--- config.mk ---
export PLATFORM = sky130hd
export DESIGN_NAME = if_redirect
export DESIGN_NICKNAME = d
export VERILOG_FILES = /design/src/rtl/if_redirect.sv
export SDC_FILE = /design/constraint.sdc
export NUM_CORES = 1
export LEC_CHECK = 0
export ABC_CLOCK_PERIOD_IN_PS = 2100
export CAP_MARGIN = 10
export CORE_MARGIN = 2
export CORE_UTILIZATION = 30
export CTS_CLUSTER_SIZE = 10
export DETAILED_ROUTE_END_ITERATION = 10
export GPL_TIMING_DRIVEN = 0
export PLACE_DENSITY = 0.67
export SLEW_MARGIN = 20
export SYNTH_ARGS = -nofsm -noshare
export SYNTH_HDL_FRONTEND = slang
export SYNTH_SLANG_ARGS = --single-unit
--- constraint.sdc ---
create_clock -name clk -period 2.1 [get_ports clk]
set_input_delay 0.315 -clock clk [delete_from_list [all_inputs] [get_ports clk]]
set_output_delay 0.315 -clock clk [all_outputs]
set_load 0.01 [all_outputs]
--- src/rtl/if_redirect.sv ---
// Instruction-fetch stage with exception/branch redirect and one-word drop after redirect.
// Optional feature macro: FETCH_ALIGN_CHECK_EN -- flags misaligned fetch pcs and zeroes their instruction word.
module if_redirect #(
  parameter logic [31:0] RESET_PC = 32'hBFC00000
) (
  input  logic        clk,
  input  logic        resetn,
  input  logic [32:0] exc_bus,
  input  logic        cancel,
  input  logic [32:0] jbr_bus,
  input  logic        next_fetch,
  input  logic [31:0] inst_rdata,
  output logic [31:0] inst_addr,
  output logic        IF_valid,
  output logic        IF_over,
  output logic [64:0] IF_ID_bus,
  output logic [31:0] IF_pc
);

  localparam int unsigned XLEN   = 32;
  localparam int unsigned BUS_W  = 65;
  localparam int unsigned PC_INC = 4;

  typedef enum logic [1:0] {
    ST_REQ  = 2'd0,
    ST_DATA = 2'd1,
    ST_DROP = 2'd2
  } state_t;

  typedef struct packed {
    logic            fetch_error;
    logic [XLEN-1:0] pc;
    logic [XLEN-1:0] inst;
  } if_id_t;

  state_t          state_q;
  state_t          state_d;
  logic [XLEN-1:0] pc_q;
  logic [XLEN-1:0] pc_d;
  logic            valid_q;
  logic            valid_d;
  logic            pend_q;
  logic            pend_d;
  logic [XLEN-1:0] tgt_q;
  logic [XLEN-1:0] tgt_d;
  logic            capture;
  if_id_t          bus_q;
  if_id_t          bundle;
  logic [XLEN-1:0] ifpc_q;

  logic            exc_valid;
  logic [XLEN-1:0] exc_pc;
  logic            jbr_taken;
  logic [XLEN-1:0] jbr_target;
  logic [XLEN-1:0] seq_pc;

  assign exc_valid  = exc_bus[32];
  assign exc_pc     = exc_bus[31:0];
  assign jbr_taken  = jbr_bus[32];
  assign jbr_target = jbr_bus[31:0];

  // Sequential successor: a pending branch target wins over pc+4 (wraps at 2^32).
  assign seq_pc = pend_q ? tgt_q : (pc_q + XLEN'(PC_INC));

  // Bundle formed from the current pc and the returning ROM word.
`ifdef FETCH_ALIGN_CHECK_EN
  logic misaligned;
  assign misaligned         = |pc_q[1:0];
  assign bundle.fetch_error = misaligned;
  assign bundle.pc          = pc_q;
  assign bundle.inst        = misaligned ? '0 : inst_rdata;
`else
  assign bundle.fetch_error = 1'b0;
  assign bundle.pc          = pc_q;
  assign bundle.inst        = inst_rdata;
`endif

  // State register.
  always_ff @(posedge clk or negedge resetn) begin
    if (!resetn) begin
      state_q <= ST_REQ;
    end else begin
      state_q <= state_d;
    end
  end

  // Next-state and datapath control; an exception redirect overrides everything.
  always_comb begin
    state_d = state_q;
    pc_d    = pc_q;
    valid_d = valid_q;
    pend_d  = pend_q;
    tgt_d   = tgt_q;
    capture = 1'b0;

    if (exc_valid) begin
      pc_d    = exc_pc;
      pend_d  = 1'b0;
      valid_d = 1'b0;
      // A fetch already in flight returns a stale word next cycle; skip it.
      state_d = (state_q == ST_REQ) ? ST_DROP : ST_REQ;
    end else begin
      if (cancel) begin
        // Flush without redirect: drop the bundle and refetch the same pc.
        valid_d = 1'b0;
        state_d = ST_REQ;
      end else begin
        unique case (state_q)
          ST_REQ: begin
            capture = 1'b1;
            valid_d = 1'b1;
            state_d = ST_DATA;
          end
          ST_DATA: begin
            if (next_fetch) begin
              pc_d    = seq_pc;
              pend_d  = 1'b0;
              valid_d = 1'b0;
              state_d = ST_REQ;
            end
          end
          ST_DROP: begin
            valid_d = 1'b0;
            state_d = ST_REQ;
          end
          default: begin
            valid_d = 1'b0;
            state_d = ST_REQ;
          end
        endcase
      end

      // Branch is remembered and applied at the following next_fetch (delay slot).
      if (jbr_taken && (state_q != ST_DROP)) begin
        pend_d = 1'b1;
        tgt_d  = jbr_target;
      end
    end
  end

  // Fetch pc, valid flag and pending-branch registers.
  always_ff @(posedge clk or negedge resetn) begin
    if (!resetn) begin
      pc_q    <= RESET_PC;
      valid_q <= 1'b0;
      pend_q  <= 1'b0;
      tgt_q   <= '0;
    end else begin
      pc_q    <= pc_d;
      valid_q <= valid_d;
      pend_q  <= pend_d;
      tgt_q   <= tgt_d;
    end
  end

  // Held bundle and its display pc; stable until the next capture.
  always_ff @(posedge clk or negedge resetn) begin
    if (!resetn) begin
      bus_q  <= '0;
      ifpc_q <= '0;
    end else if (capture) begin
      bus_q  <= bundle;
      ifpc_q <= pc_q;
    end
  end

  assign inst_addr = pc_q;
  assign IF_valid  = valid_q;
  assign IF_over   = valid_q;
  assign IF_ID_bus = BUS_W'(bus_q);
  assign IF_pc     = ifpc_q;

endmodule

Yosys cells after proc, flatten, opt, wreduce, memory -nomap -nowiden

Index checks and enable logic that the tools add are counted.

Bits in registers: 132
Input bits: 102
Output and inout port bits: 131
Logic and storage cells: 44

$add $sub $neg: 1
Equality and inequality tests: 5
Muxes and demuxes: 21
Bitwise logic cells: 1
Reductions and logical operators: 9

Operators by type and width:

| operator              | number |
|---|---|
| $mux 32               | 5 |
| $add 32x3->32 const B | 1 |
| $mux 1                | 10 |
| $mux 2                | 4 |
| $reduce_and 3->1      | 2 |
| $reduce_bool 3->1     | 2 |
| $ne 2x2->1 const B    | 2 |
| $ne 4x4->1 const B    | 1 |
| $pmux 2 s2            | 1 |
| $reduce_bool 2->1     | 2 |
| $ne 3x2->1 const B    | 1 |
| $eq 2x1->1 const B    | 1 |
| $logic_not 2->1       | 1 |
| $pmux 1 s2            | 1 |
| $reduce_and 2->1      | 1 |
| $logic_and 1x1->1     | 1 |
| $not 1->1             | 1 |

Depth between registers and ports, before layout

Depth in word-level cells: 6
Gate-level depth with buffers: 7
Gate-level depth less buffers: 5

Least setup slack after synthesis

No wires, ideal clock.

Path kind: register -> register
Start point: reg pc_q[24] (netlist: inst_addr[24])
End point: reg pc_q[29] (netlist: inst_addr[29])
Library setup time: 0.088 ns
Arrival time: 1.932 ns
Path slack: 0.080 ns
Cell stages (with the launch flop): 5
Clock period less this slack: 2.020 ns
Path through: dfstp_2 nand4_1 or4_4 o311a_1 or3_1

Word-level cells in the longest chain between the ends: 6

RTL lines:

| element                | RTL line | source |
|---|---|---|
| start, declared        | 38       | `logic [XLEN-1:0] pc_q;` |
| start signal, assigned | 149      | `pc_q <= pc_d;` |
| $add 32x3->32          | 63       | `assign seq_pc = pend_q ? tgt_q : (pc_q + XLEN'(PC_INC));` |
| $mux 32                | 63       |  |
| $mux 32                | 115      | `if (next_fetch) begin` |
| $mux 32                | 108      | `unique case (state_q)` |
| $mux 32                | 103      | `if (cancel) begin` |
| $mux 32                | 96       | `if (exc_valid) begin` |

Every way passes these cells. The select of a mux whose other input is x is not followed.
A chain may end at the register's enable or synchronous reset.

Worst setup path in the final report

Start point: reg pc_q[10] (netlist: inst_addr[10])
End point: reg pc_q[25] (netlist: inst_addr[25])

Same word-level chain as after synthesis.

==> key figures <==
Status
  • Status: finished clean

Die
  • I/O pins: 233
  • Initial Utilization: a little under a third
  • Die area: between 20,000 and 25,000 um^2
  • # rows: 53
  • Core Area: 21,000 um^2
  • Die Ht: 150 um
  • Die X: 150 um

Finish
  • Non-filler cells in the finished layout: 1,116
  • Diode count: 0
  • Share of layout cells above drive strength 1: between 20 and 30%
  • Layout Utilization: 47.1%
  • Final nets: 932
  • Synthesis-to-finish area growth: 54.3%

Critical path
  • Critical Path End: inst_addr[25]$_DFFE_PN1P_
  • R2R depth: 5
  • Reg-to-reg slack, setup: 40 ps
  • Origin of the critical flop-to-flop path: inst_addr[10]$_DFFE_PN0P_
  • Data arrival time of the worst path: about 2400 ps
  • Critical path startpoint: inst_addr[10]$_DFFE_PN0P_
  • Startpoint Class: register
  • Critical Path End Type: register
  • CP max FO: 10
  • CP Data Required Time: 2430 ps
  • Critical path class: reg2reg
  • Reg-to-reg endpoint: inst_addr[25]$_DFFE_PN1P_

Drt
  • Via/cell ratio: 5.17
  • WL final: 21,000 um
  • Routed WL per cell: 18.9 um
  • Remaining antenna violation count: 0
  • Drt initial violations: 835
  • DRC: 0
  • Pre-Repair DR Iteration Count: 6
  • Via count: 5,769

Timing
  • Slew Limit Fails: 0
  • Final period util: 98.0%
  • Slew HR: between 50% and 60%
  • Final setup violating endpoints: 0
  • Measured slew at the worst slew-check pin: 730 ps
  • Final hold vios: 0
  • RSZ-0062 raised after global routing: no
  • Fin Clk Skew: 10.5 ps
  • Final worst slack: 41.0 ps
  • FMAX: 486 MHz
  • Min cycle time layout: 2060 ps

Synthesis
  • Mapped Avg Cell Area: about 11 um^2
  • Commonest cells post-synth: 122 x dfrtp_1, 96 x mux2_2, 44 x nand2_1
  • Post-Synthesis Cells: 564
  • Portion of netlist area occupied by mux cells: 17.9%
  • Post-Synth Simple-Gate Area: 12.8%
  • Synth area leaders: dfrtp_1 48%, mux2_2 17%, buf_4 4.0%
  • Mapped Area: 6420 um^2
  • Syn nets: 667
  • Yosys cell types: 60
  • EDFF count, synth: 0
  • Synth Register Bits: 131
  • Post-synth top area share: 47.6%
  • Post-synth ARST share: 100%
  • Top-count cell post-synth: dfrtp_1
  • Largest family of logic cells by synthesized area: multiplexers
  • Synthesis warning total: 0
  • Most used DFF post-synth: dfrtp_1
  • Adder-cell share of the synthesized area: 0.195%
  • Post-synthesis sequential area ratio: between 50% and 60%
  • Dominant cell type by area after synthesis: dfrtp_1
  • XOR/XNOR Fraction of Synth Area: 0%
  • Post-synthesis compound-gate area fraction: 10.9%

Clock tree
  • CTS H-Tree Depth: 4
  • Root Buffer: clkbuf_16
  • Clock Path Buffers: 2
  • CTS tree: built
  • Clock edge transition at the registers on the reported setup and hold paths: ~60 ps
  • Sink Count: ~130
  • CTS Buf Count: 17
  • Clock latency on the worst-skew pair: 420 ps

Flow run
  • Max-Cap Viols: 0

Global routing
  • Vias in the first global route: between 5,000 and 6,000
  • Largest net degree at the start of global routing: 80
  • First-pass GRT wire length: ~32,000 um
  • Total Routing Usage GR: 18.3%
  • Global route overflow: 0
  • Initial antenna violation count: 0

Place
  • Gpl congestion: approximately 0.93
  • Post-Place Cells: ~1,100
  • Hpwl dp: 15,300 um
  • DP Worst Slack: -508 ps
  • # port buffers: 230

Pwr
  • Peak VDD IR: 0.518 mV
  • P_leak: 3.98 nW
  • PwrDens: 1010 nW/um^2

Min path
  • Min-delay worst type: in2async
state kept, by name, indices dropped and copies added, names as in the netlist:
signal,cells
state_q,2
pend_q,1
inst_addr,32
IF_pc,32
tgt_q,32
IF_ID_bus,32
cell usage in the layout, fill, tap and decap left out, drive strengths merged, types with 8 or more instances in the layout:
master	count
a31oi	8
a22o	12
nor2	26
clkdlybuf4s50	229
buf	65
dfstp	9
o21ai	25
nand4	20
nor4	15
nor3	10
mux2	96
dfrtp	122
nand2	44
clkbuf	48
critical path: stages (launching register included):
cell and delay, ps:
dfrtp_2 490, nand4_4 200, or3_1 420, buf_6 150
o311a_1 320, a2111o_1 390
cell type report:
cell class                 instances  area [um^2]
buffer                            70          435
clock buffer                      23          488
clock inverter                     8          101
fill                            1925        11100
inverter                           4         15.0
multi-input combinational        355         2740
sequential                       131         3300
tap                              275          344
timing repair buffer             250         2480
kinds of logic (layout without fill, tap and decap cells):
logic type                 count (synthesis)  after routing
AOI/OAI and AO/OA                         96             96
adders and majority gates                  1              1
buffers and inverters                     78            355
DFF                                      131            131
muxes                                    103            103
other                                      1              1
and+or+nand+nor                          154            154
worst min-delay path by stage:
stage	from	to	slack, ps	cells after the start
3_3_place_gp	tgt_q[0]$_DFFE_PN0P_	tgt_q[0]$_DFFE_PN0P_	490	1
6_report	resetn	tgt_q[0]$_DFFE_PN0P_	410	2
5_1_grt	resetn	tgt_q[0]$_DFFE_PN0P_	450	2
2_1_floorplan	resetn	IF_ID_bus[0]$_DFFE_PN0P_	20	0
3_5_place_dp	resetn	IF_pc[2]$_DFFE_PN0P_	260	1
4_1_cts	resetn	IF_pc[2]$_DFFE_PN0P_	430	2
power by group:
part,switching [W],total [W],internal (W),leakage [nW]
Combinational,0.00123,0.00334,0.00211,2.16
Sequential,0.000534,0.00367,0.00314,1.54
Clock,0.00110,0.00296,0.00186,0.281
metal layers:
layer / part of all wire, % / vias up / GRT usage [%]
met5: 0 / - / 0
met4: 2.4 / 0 / 6.18
met3: 7.9 / 49 / 3.79
met2: 47 / 333 / 28.7
met1: 42 / 2793 / 25.1
li1: - / 2594 / -
stage by stage:
| stage | total power [W] | cell area [um^2] | hold WS [ps] | TNS, ps |
|---|---|---|---|---|
| after floorplan | 0.00501 | 6420 | 19.4 | 0 |
| after global placement | 0.00688 | 9060 | 489 | -647060 |
| after detailed placement | 0.00696 | 9110 | 264 | -27490 |
| after CTS | 0.0100 | 9830 | 429 | 0 |
| after global routing | 0.0105 | 9900 | 450 | 0 |
| final | 0.00997 | 9900 | 410 | 0 |
timing repair:
action	CTS	global route
resized for setup	20	21
hold buffers	1	0
pin swaps	2	6
endpoints found under the hold margin	48	0
endpoints found under the setup margin	70	68
buffers inserted	10	8
(Power assumes the default switching activity.)
